**src/rtl/riscv_ctrl_mc_pkg.sv**
```systemverilog
// Shared encodings for the multi-cycle RV32I controller: FSM states, datapath
// select codes, ALU operations and major opcodes.
package riscv_ctrl_mc_pkg;

  typedef enum logic [1:0] {ST_FETCH, ST_EXEC, ST_MEM, ST_TRAP} state_t;

  typedef enum logic [1:0] {PC_ALU = 2'd0, PC_IMM = 2'd1, PC_PC4 = 2'd2} src_pc_t;
  typedef enum logic [1:0] {RD_MEM = 2'd0, RD_IMM = 2'd1, RD_PC4 = 2'd2, RD_ALU = 2'd3} src_rd_t;
  typedef enum logic {A_PC = 1'b0, A_RS1 = 1'b1} src_a_t;
  typedef enum logic {B_IMM = 1'b0, B_RS2 = 1'b1} src_b_t;
  typedef enum logic [2:0] {IMM_I = 3'd0, IMM_S = 3'd1, IMM_B = 3'd2, IMM_J = 3'd3, IMM_U = 3'd4} imm_t;
  typedef enum logic [3:0] {
    ALU_ADD = 4'd0, ALU_SUB = 4'd1, ALU_SLL = 4'd2, ALU_SLT = 4'd3, ALU_SLTU = 4'd4,
    ALU_XOR = 4'd5, ALU_SRL = 4'd6, ALU_SRA = 4'd7, ALU_OR = 4'd8, ALU_AND = 4'd9
  } alu_t;

  localparam logic [6:0] OPC_OP     = 7'b0110011;
  localparam logic [6:0] OPC_OP_IMM = 7'b0010011;
  localparam logic [6:0] OPC_LOAD   = 7'b0000011;
  localparam logic [6:0] OPC_STORE  = 7'b0100011;
  localparam logic [6:0] OPC_BRANCH = 7'b1100011;
  localparam logic [6:0] OPC_JAL    = 7'b1101111;
  localparam logic [6:0] OPC_JALR   = 7'b1100111;
  localparam logic [6:0] OPC_LUI    = 7'b0110111;
  localparam logic [6:0] OPC_AUIPC  = 7'b0010111;
  localparam logic [6:0] OPC_FENCE  = 7'b0001111;

  // alt selects SUB for funct3=000 and SRA for funct3=101
  function automatic alu_t alu_op(input logic [2:0] funct3, input logic alt);
    case (funct3)
      3'b000:  alu_op = alt ? ALU_SUB : ALU_ADD;
      3'b001:  alu_op = ALU_SLL;
      3'b010:  alu_op = ALU_SLT;
      3'b011:  alu_op = ALU_SLTU;
      3'b100:  alu_op = ALU_XOR;
      3'b101:  alu_op = alt ? ALU_SRA : ALU_SRL;
      3'b110:  alu_op = ALU_OR;
      default: alu_op = ALU_AND;
    endcase
  endfunction

endpackage

```
**src/rtl/riscv_ctrl_mc_decoder.sv**
```systemverilog
// Combinational RV32I decoder: datapath selects, ALU control, and instruction
// class flags (writes rd, memory access, store, illegal).
module riscv_decoder
  import riscv_ctrl_mc_pkg::*;
(
  input  logic [31:0] instr,
  input  logic        alu_zero,
  output logic [1:0]  src_pc,
  output logic [2:0]  src_imm,
  output logic [1:0]  src_rd,
  output logic        src_alu_a,
  output logic        src_alu_b,
  output logic [3:0]  alu_ctrl,
  output logic        wr_rd,
  output logic        is_mem,
  output logic        is_store,
  output logic        illegal
);

  logic [6:0] opcode;
  logic [2:0] funct3;
  logic [6:0] funct7;
  logic       taken;
  logic       unused_fields;

  assign opcode        = instr[6:0];
  assign funct3        = instr[14:12];
  assign funct7        = instr[31:25];
  assign unused_fields = ^{instr[24:15], instr[11:7]};

  // BEQ/BGE/BGEU take on zero, BNE/BLT/BLTU on non-zero
  assign taken = alu_zero ^ (funct3[0] ^ funct3[2]);

  always_comb begin
    src_pc    = PC_PC4;
    src_imm   = IMM_I;
    src_rd    = RD_ALU;
    src_alu_a = A_RS1;
    src_alu_b = B_IMM;
    alu_ctrl  = ALU_ADD;
    wr_rd     = 1'b0;
    is_mem    = 1'b0;
    is_store  = 1'b0;
    illegal   = 1'b0;
    case (opcode)
      OPC_OP: begin
        src_alu_b = B_RS2;
        wr_rd     = 1'b1;
        alu_ctrl  = alu_op(funct3, funct7[5]);
        illegal   = !(funct7 == 7'h00 ||
                      (funct7 == 7'h20 && (funct3 == 3'b000 || funct3 == 3'b101)));
      end
      OPC_OP_IMM: begin
        wr_rd    = 1'b1;
        alu_ctrl = alu_op(funct3, funct3 == 3'b101 && funct7[5]);
        if (funct3 == 3'b001)
          illegal = funct7 != 7'h00;
        else if (funct3 == 3'b101)
          illegal = funct7 != 7'h00 && funct7 != 7'h20;
      end
      OPC_LOAD: begin
        is_mem  = 1'b1;
        wr_rd   = 1'b1;
        src_rd  = RD_MEM;
        illegal = funct3 == 3'b011 || funct3[2:1] == 2'b11;
      end
      OPC_STORE: begin
        is_mem   = 1'b1;
        is_store = 1'b1;
        src_imm  = IMM_S;
        illegal  = funct3[2] || funct3 == 3'b011;
      end
      OPC_BRANCH: begin
        src_alu_b = B_RS2;
        src_imm   = IMM_B;
        src_pc    = taken ? PC_IMM : PC_PC4;
        case (funct3[2:1])
          2'b00:   alu_ctrl = ALU_SUB;
          2'b10:   alu_ctrl = ALU_SLT;
          2'b11:   alu_ctrl = ALU_SLTU;
          default: illegal  = 1'b1;
        endcase
      end
      OPC_JAL: begin
        src_pc  = PC_IMM;
        src_rd  = RD_PC4;
        src_imm = IMM_J;
        wr_rd   = 1'b1;
      end
      OPC_JALR: begin
        src_pc  = PC_ALU;
        src_rd  = RD_PC4;
        wr_rd   = 1'b1;
        illegal = funct3 != 3'b000;
      end
      OPC_LUI: begin
        src_rd  = RD_IMM;
        src_imm = IMM_U;
        wr_rd   = 1'b1;
      end
      OPC_AUIPC: begin
        src_alu_a = A_PC;
        src_imm   = IMM_U;
        wr_rd     = 1'b1;
      end
      OPC_FENCE: illegal = funct3 != 3'b000;
      default:   illegal = 1'b1;
    endcase
  end

endmodule

```
**src/rtl/riscv_ctrl_mc.sv**
```systemverilog
// Multi-cycle RV32I controller: req/ack fetch into an instruction register,
// decode, req/ack load/store sequencing, PC-enable gating and illegal-op trap.
module riscv_ctrl_mc
  import riscv_ctrl_mc_pkg::*;
#(
  parameter logic [31:0] NOP_INSTR = 32'h0000_0013
) (
  input  logic        i_clk,
  input  logic        i_rst,
  input  logic        i_ctrl_imem_ack,
  input  logic [31:0] i_ctrl_imem_data,
  input  logic        i_ctrl_dmem_ack,
  input  logic        i_ctrl_alu_zero,
  output logic        o_ctrl_imem_req,
  output logic        o_ctrl_dmem_req,
  output logic        o_ctrl_dmem_we,
  output logic [2:0]  o_ctrl_dmem_size,
  output logic [31:0] o_ctrl_instr,
  output logic        o_ctrl_pc_en,
  output logic [1:0]  o_ctrl_src_pc,
  output logic [2:0]  o_ctrl_src_imm,
  output logic [1:0]  o_ctrl_src_rd,
  output logic        o_ctrl_src_alu_a,
  output logic        o_ctrl_src_alu_b,
  output logic        o_ctrl_reg_wr_en,
  output logic [3:0]  o_ctrl_alu_ctrl,
  output logic        o_ctrl_retire,
  output logic        o_ctrl_trap
);

  state_t state, state_nxt;
  logic   instr_ld;
  logic   wr_rd, is_mem, is_store, illegal;

  riscv_decoder u_decoder (
    .instr     (o_ctrl_instr),
    .alu_zero  (i_ctrl_alu_zero),
    .src_pc    (o_ctrl_src_pc),
    .src_imm   (o_ctrl_src_imm),
    .src_rd    (o_ctrl_src_rd),
    .src_alu_a (o_ctrl_src_alu_a),
    .src_alu_b (o_ctrl_src_alu_b),
    .alu_ctrl  (o_ctrl_alu_ctrl),
    .wr_rd     (wr_rd),
    .is_mem    (is_mem),
    .is_store  (is_store),
    .illegal   (illegal)
  );

  always_ff @(posedge i_clk) begin
    if (i_rst) begin
      state        <= ST_FETCH;
      o_ctrl_instr <= NOP_INSTR;
    end else begin
      state <= state_nxt;
      if (instr_ld)
        o_ctrl_instr <= i_ctrl_imem_data;
    end
  end

  assign o_ctrl_dmem_size = o_ctrl_instr[14:12];
  assign o_ctrl_trap      = state == ST_TRAP;

  // Strobes are masked while reset is asserted so a pending access is dropped
  // in the reset cycle itself; req then rises in the first cycle out of reset.
  always_comb begin
    state_nxt        = state;
    instr_ld         = 1'b0;
    o_ctrl_imem_req  = 1'b0;
    o_ctrl_dmem_req  = 1'b0;
    o_ctrl_dmem_we   = 1'b0;
    o_ctrl_pc_en     = 1'b0;
    o_ctrl_reg_wr_en = 1'b0;
    o_ctrl_retire    = 1'b0;
    if (!i_rst) begin
      case (state)
        ST_FETCH: begin
          o_ctrl_imem_req = 1'b1;
          if (i_ctrl_imem_ack) begin
            instr_ld  = 1'b1;
            state_nxt = ST_EXEC;
          end
        end
        ST_EXEC: begin
          if (illegal) begin
            state_nxt = ST_TRAP;
          end else if (is_mem) begin
            state_nxt = ST_MEM;
          end else begin
            o_ctrl_pc_en     = 1'b1;
            o_ctrl_retire    = 1'b1;
            o_ctrl_reg_wr_en = wr_rd;
            state_nxt        = ST_FETCH;
          end
        end
        ST_MEM: begin
          o_ctrl_dmem_req = 1'b1;
          o_ctrl_dmem_we  = is_store;
          if (i_ctrl_dmem_ack) begin
            o_ctrl_pc_en     = 1'b1;
            o_ctrl_retire    = 1'b1;
            o_ctrl_reg_wr_en = !is_store;
            state_nxt        = ST_FETCH;
          end
        end
        default: state_nxt = ST_TRAP;
      endcase
    end
  end

endmodule

```
**config.mk**
```make
export PLATFORM = sky130hd
export DESIGN_NAME = riscv_ctrl_mc
export DESIGN_NICKNAME = d
export VERILOG_FILES = /design/src/rtl/riscv_ctrl_mc_pkg.sv /design/src/rtl/riscv_ctrl_mc_decoder.sv /design/src/rtl/riscv_ctrl_mc.sv
export SDC_FILE = /design/constraint.sdc
export NUM_CORES = 1
export LEC_CHECK = 0
export CORE_MARGIN = 1.5
export CORE_UTILIZATION = 36
export DETAILED_ROUTE_END_ITERATION = 7
export GPL_TIMING_DRIVEN = 0
export HOLD_SLACK_MARGIN = 0.12
export PLACE_DENSITY = 0.85
export SYNTH_ARGS = -nofsm -noshare
export SYNTH_HDL_FRONTEND = slang
export SYNTH_SLANG_ARGS = --single-unit
```
**constraint.sdc**
```tcl
create_clock -name i_clk -period 1.7 [get_ports i_clk]
set_clock_uncertainty 0.1 [all_clocks]
set_input_delay 0.17 -clock i_clk [delete_from_list [all_inputs] [get_ports i_clk]]
set_output_delay 0.17 -clock i_clk [all_outputs]
set_load 0.005 [all_outputs]
```
==> flow_summary.json, run 1 <==
{
  "outcome": "finished, violations left",
  "violations": "setup timing",
  "fmax_mhz": 417.9,
  "pre_cts_ws_ns": -0.7568,
  "syn_area_mm2": 0.001872,
  "ys_warn_count": 0,
  "tightest_slew_ns": 0.5259,
  "worst-path-max-fanout": 2,
  "seq_area_frac_synth_pct": 36.36,
  "die-area_mm2": 0.005641,
  "clockRootBuffer": "clkbuf_8",
  "grt_pass1_wl_mm": 10.80,
  "p_leak_nw": 1.360,
  "rrSetupSlack_ns": -0.29,
  "drc": 0,
  "final_cells": 443,
  "drive_gt1_share_pct": 32.17,
  "reg2reg_depth": 7,
  "vias": 2345,
  "wirelength_mm": 7.230,
  "antenna_found_initial": 0,
  "slew_headroom_pct": 64.69,
  "rsz0062_at_grt": "yes",
  "crit_type": "reg2out",
  "synth_edf_count": 0,
  "holdBufCountCts": 0,
  "dr.pass1.iters": 5,
  "slew_violations": 0,
  "core-area_mm2": 0.005075,
  "yosysUniqueCellTypes": 48,
  "drv_cap": 0,
  "overflow": 0,
  "clock_latency_ns": 0.28,
  "pin_count": 92,
  "whs_endpoint": "o_ctrl_instr[1]",
  "whs_path_depth": 3,
  "cts_buffers": 5,
  "critPathLaunchType": "flop",
  "hold_viol": 0,
  "arrival_ns": 2.12,
  "min_period_over_period_pct": 140.8,
  "cts.sink_count": 34,
  "cts_tree": "yes",
  "reg2reg_to": "state[0]",
  "detail-route-antenna-nets": 0,
  "synthesis.nets": 286,
  "die_x_um": 75.11,
  "grt_max_degree": 12,
  "fillers": 407,
  "post_drt_wl_per_cell_um": 16.32,
  "cp-end-kind": "primary output",
  "hp-class": "in2reg",
  "vias_per_cell": 5.293,
  "holdWs_ns": 0.3162,
  "cts_max_level": 2,
  "fp.dieH_um": 75.11,
  "max-vdd-ir-drop_mv": 0.8098,
  "grt_use_total_pct": 25.22,
  "antennaDiodeCount": 0,
  "dp.cells": 405,
  "finalNetCount": 413,
  "hold_start": "i_ctrl_imem_data[1]",
  "synth_seq_cells": 34,
  "dp_hpwl_mm": 4.245,
  "avgSynthCellArea_um2": 7.640,
  "rows": 26,
  "drtIter0Drc": 134,
  "clk_pin_slew_worst_paths_ns": 0.06,
  "start_util_pct": 36.88,
  "finalSetupTns_ns": -7.521,
  "setup_ws_ns": -0.6928,
  "ctsLongestPathBuffers": 2,
  "setup_violations": 17,
  "portBuffers": 90,
  "period_needed_ns": 2.393,
  "synthCells": 245,
  "async_flop_share_pct": 0,
  "powerDensity_mw_per_mm2": 1245,
  "place_congestion": 0.8676,
  "synthFlopType": "dfxtp_1",
  "area_growth_pct": 85.16,
  "reg2reg_from": "o_ctrl_instr[29]",
  "first_global_vias": 2279,
  "worstPathRequired_ns": 1.43
}
## per-stage QoR
step	total power [mW]	utilization (%)	instance area [um2]
final	4.314	68.29	3466
after global routing	4.557	68.29	3466
after CTS	4.048	65.29	3313
after detailed placement	2.821	56.71	2878
after global placement	2.776	56.71	2878
after floorplan	2.025	-	1889
## critical path, cell delays in order, from the launching register on
cell and delay (ns):
dfxtp_2 0.32, or4_4 0.53, nor3_4 0.15, a211oi_2 0.12, nor4_4 0.31, buf_4 0.16
a31o_1 0.14, buf_2 0.11
## cell type report
class | instances | area (um2) | area share (%)
sequential | 34 | 705.7 | 20.36
timing repair buffer | 123 | 1134 | 32.71
inverter | 8 | 30.03 | 0.8664
multi-input combinational | 180 | 1252 | 36.14
buffer | 20 | 150.1 | 4.332
clock inverter | 1 | 30.03 | 0.8664
tap | 70 | 87.58 | 2.527
clock buffer | 7 | 76.32 | 2.202
## logic make-up (layout without fill, tap and decap cells)
group,Yosys count,in the layout,synth area share (%)
DFF,34,34,36.36
and+or+nand+nor,108,108,30.55
AOI/OAI and AO/OA,66,66,21.59
xor gates and xnor gates,2,2,0.9360
adders and majority gates,4,4,2.674
buffers and inverters,31,159,7.887
## power by group
part,internal (mW),switching [mW]
Combinational,1.27,1.11
Sequential,1.01,0.208
Clock,0.438,0.277
## cell usage in the layout, fill, tap and decap left out, types with 5 or more instances in the layout
cell type,n
buf_2,13
buf_4,27
buf_6,13
clkbuf_1,6
clkbuf_4,5
clkbuf_8,6
clkdlybuf4s50_1,71
dfxtp_1,22
dfxtp_2,8
inv_1,5
nand2_1,43
nand2b_1,26
nor2_1,7
o21ai_0,35
## routing by layer
metal,part of all wire [%],up-vias,global-route usage [%]
met4,3.0,0,11.31
met3,6.4,22,6.426
met2,51,111,43.76
li1,-,1100,-
met1,39,1112,29.15
met5,0,-,0
## how the worst max path moves through the flow
stage	cells after the start	end	from
floorplan	7	o_ctrl_retire	o_ctrl_instr[3]
global placement	7	o_ctrl_retire	o_ctrl_instr[27]
detailed placement	7	o_ctrl_retire	o_ctrl_instr[27]
CTS	7	o_ctrl_retire	o_ctrl_instr[29]
global route	7	o_ctrl_retire	o_ctrl_instr[29]
finish	7	o_ctrl_reg_wr_en	o_ctrl_instr[29]
## timing repair
item | CTS | global route
setup buffers | 25 | 11
endpoints found under the setup margin | 53 | 52
pin swaps | 19 | 12
gates cloned | 0 | 0
gates resized for setup | 126 | 38
## sequential cells by signal, indices dropped and copies added, names as in the netlist
| signal | cells |
|---|---|
| o_ctrl_instr | 32 |
| state | 2 |
## cells in the mapped netlist (4+ instances only)
master | count | area share (%)
nand2_1 | 45 | 9.0
o21ai_0 | 37 | 9.9
dfxtp_1 | 34 | 36
nand2b_1 | 26 | 8.7
clkbuf_1 | 14 | 2.8
nor2_1 | 10 | 2.0
inv_1 | 8 | 1.6
buf_4 | 6 | 2.4
nor3_1 | 5 | 1.3
a21oi_1 | 4 | 1.1
ha_1 | 4 | 2.7
o31ai_1 | 4 | 1.6
(Power assumes the default switching activity.)
==> inputs of run 2 (changes only) <==
--- a/config.mk
+++ b/config.mk
@@ -6,11 +6,12 @@
 export NUM_CORES = 1
 export LEC_CHECK = 0
 export CORE_MARGIN = 1.5
-export CORE_UTILIZATION = 36
+export CORE_UTILIZATION = 38
 export DETAILED_ROUTE_END_ITERATION = 7
 export GPL_TIMING_DRIVEN = 0
 export HOLD_SLACK_MARGIN = 0.12
 export PLACE_DENSITY = 0.85
 export SYNTH_ARGS = -nofsm -noshare
 export SYNTH_HDL_FRONTEND = slang
+export SYNTH_HIERARCHICAL = 1
 export SYNTH_SLANG_ARGS = --single-unit
==> flow_summary.json, run 2 <==
{
  "netlist_top_cells_area": "dfxtp_1 (32%), nand2b_1 (9.5%), o21ai_2 (8.3%)",
  "synthCells": 258,
  "dp.cells": 419,
  "setup_ws_ns": -0.7293,
  "cpMaxStageDelayCell": "dfxtp_4",
  "synth_top_area_cell": "dfxtp_1",
  "drtIter0Drc": 142,
  "area_growth_pct": 70.14,
  "hold_viol": 0,
  "synthesis.nets": 299,
  "wirelength_mm": 6.407,
  "cp-end-kind": "primary output",
  "powerDensity_mw_per_mm2": 1271,
  "clkPwrFrac_pct": 15.9,
  "cpMostUsedCell": "nor2_2",
  "finalNetCount": 419,
  "die_x_um": 77.33,
  "worst-path-buf-inv": 2,
  "cts_max_level": 2,
  "tightest_slew_ns": 0.3711,
  "drv_cap": 0,
  "drive_gt1_share_pct": 35.88,
  "period_needed_ns": 2.429,
  "synth_seq_cells": 34,
  "overflow": 0,
  "synth_commonest_cells": "nand2_1 (38), dfxtp_1 (34), nand2b_1 (32), o21ai_2 (20), nor2_1 (13)",
  "path_depth": 9,
  "worstPathCellList": "or2_2, o22a_1, o32ai_1, nand4_1, nor2_2, a22oi_2, nor2_2, buf_4, buf_6",
  "place_congestion": 0.8704,
  "vias": 2321,
  "holdWs_ns": 0.3257,
  "fillers": 425,
  "utilization_pct": 68.63,
  "drc": 0,
  "worstPathRequired_ns": 1.43,
  "start_util_pct": 40.34,
  "min_period_over_period_pct": 142.9,
  "clk_pin_slew_worst_paths_ns": 0.07,
  "synth_edf_count": 0,
  "rows": 26,
  "grt_pass1_wl_mm": 10.25,
  "slowest_delay_ns": 0.39,
  "outcome": "finished, violations left",
  "antennaDiodeCount": 0,
  "vias_per_cell": 5.169,
  "cts_tree": "yes",
  "p_leak_nw": 1.409,
  "path_delay_family": "simple AND/OR/NAND/NOR gates",
  "avgSynthCellArea_um2": 8.138,
  "seq_power_share_pct": 27.1,
  "dp_hpwl_mm": 4.215,
  "netlist.area_leader.share_pct": 32.42,
  "core-area_mm2": 0.005205,
  "hp-class": "in2reg",
  "whs_path_depth": 3,
  "detail-route-antenna-nets": 0,
  "fmax_mhz": 411.6,
  "switching_share_pct": 36.34,
  "p_int_mw": 2.889,
  "yosysUniqueCellTypes": 51,
  "combPwrFrac_pct": 57.0,
  "clock_latency_ns": 0.28,
  "fp.dieH_um": 77.33,
  "cts_buffers": 5,
  "reg2reg_depth": 8,
  "clockRootBuffer": "clkbuf_8",
  "final_common_cell": "clkdlybuf4s50_1",
  "violations": "setup timing",
  "seq_area_frac_synth_pct": 32.42,
  "async_flop_share_pct": 0,
  "first_global_vias": 2180,
  "pin_count": 92,
  "largest_register_ffs": 32,
  "rsz0062_at_grt": "yes",
  "synthFlopType": "dfxtp_1",
  "regMostFlops": "o_ctrl_instr",
  "dr.pass1.iters": 4,
  "arrival_ns": 2.16,
  "portBuffers": 91,
  "final_cell_mix": "clkdlybuf4s50_1 (71), nand2_1 (36), nand2b_1 (32)",
  "crit_type": "reg2out",
  "setup_violations": 17,
  "critPathLaunchType": "flop",
  "ys_warn_count": 6,
  "slew_violations": 0,
  "slew_headroom_pct": 75.03,
  "switchingPower_mw": 1.650,
  "synth.most_common_cell": "nand2_1",
  "antenna_found_initial": 0,
  "grt_use_total_pct": 21.05,
  "die-area_mm2": 0.005980,
  "worst-path-max-fanout": 10,
  "max-vdd-ir-drop_mv": 0.7338,
  "ctsLongestPathBuffers": 2,
  "pre_cts_ws_ns": -1.065,
  "grt_max_degree": 13,
  "syn_area_mm2": 0.002100,
  "cts.sink_count": 34,
  "post_drt_wl_per_cell_um": 14.27,
  "top_regs": "o_ctrl_instr x32, state x2",
  "final_cells": 449
}
[run 2: cell count changes in the layout (fill, tap and decap cells not counted), sizes merged, moves of 4 or more]
cell	previous run	this run
nand2b	26	32
clkbuf	21	13
o31ai	4	0
nand2	45	40
nor2b	1	5
[run 2: tightest hold or removal path, stage by stage]
cell             delay, ns
clkdlybuf4s50_1       0.39
nand2_1               0.07
o21ai_2               0.04
[run 2: kinds of logic (layout without fill, tap and decap cells)]
logic type               Yosys count  count (layout)  synth area share, %
buffers and inverters             31             152                10.67
flip-flops                        34              34                32.42
adder cells (fa/ha/maj)            4               4                2.384
multiplexers                       2               2               0.9536
AND/OR/NAND/NOR                  121             121                30.93
XOR/XNOR                           3               3                1.252
AO/OA/AOI/OAI                     63              63                21.40
[run 2: cell type report]
type | instances | area, um2 | share of cell area, %
plain buffers | 20 | 201.4 | 5.639
clock buffers | 7 | 76.32 | 2.137
clock inverters | 1 | 30.03 | 0.8406
inverters | 5 | 18.77 | 0.5254
multi-input cells | 193 | 1363 | 38.14
flip-flops and latches | 34 | 710.7 | 19.89
well taps | 70 | 87.58 | 2.452
repair buffers | 119 | 1085 | 30.37
[run 2: path summary, 6_finish.rpt]
| kind | startpoint | to | slack, ns |
|---|---|---|---|
| min reg2reg | o_ctrl_instr[19] | o_ctrl_instr[19] | 0.36 |
| max reg2reg | o_ctrl_instr[6] | state[1] | -0.36 |
| max | o_ctrl_instr[6] | o_ctrl_retire | -0.73 |
| min | i_ctrl_imem_data[13] | o_ctrl_instr[13] | 0.33 |
[run 2: what timing repair did]
| item | CTS | global route |
|---|---|---|
| gates resized for setup | 119 | 29 |
| pin swaps | 21 | 19 |
| hold buffers | 0 | 0 |
| buffers inserted | 20 | 10 |
| setup endpoints to repair | 22 | 21 |
[run 2: layer usage]
layer	GRT usage [%]	up-vias	wire (um)
met5	0	-	0
met4	5.091	0	68
met3	6.118	9	493
met2	36.93	97	3176
met1	25.18	1099	2668
li1	-	1116	-
[run 2: power by group through the flow]
stage / Sequential [mW] / Combinational (mW) / Clock [mW]
final: 1.23 / 2.59 / 0.720
after global routing: 1.26 / 2.78 / 0.774
after CTS: 1.21 / 2.40 / 0.739
after detailed placement: 1.18 / 1.96 / 0
after global placement: 1.17 / 1.91 / 0
after floorplan: 1.15 / 1.14 / 0
[run 2: through the flow]
step / TNS, ns / power [mW] / area, um2
4_1_cts: -5.155 / 4.344 / 3461
6_report: -4.936 / 4.539 / 3572
3_5_place_dp: -10.25 / 3.137 / 3110
3_3_place_gp: -9.886 / 3.078 / 3110
5_1_grt: -6.310 / 4.809 / 3572
2_1_floorplan: -1.401 / 2.297 / 2112
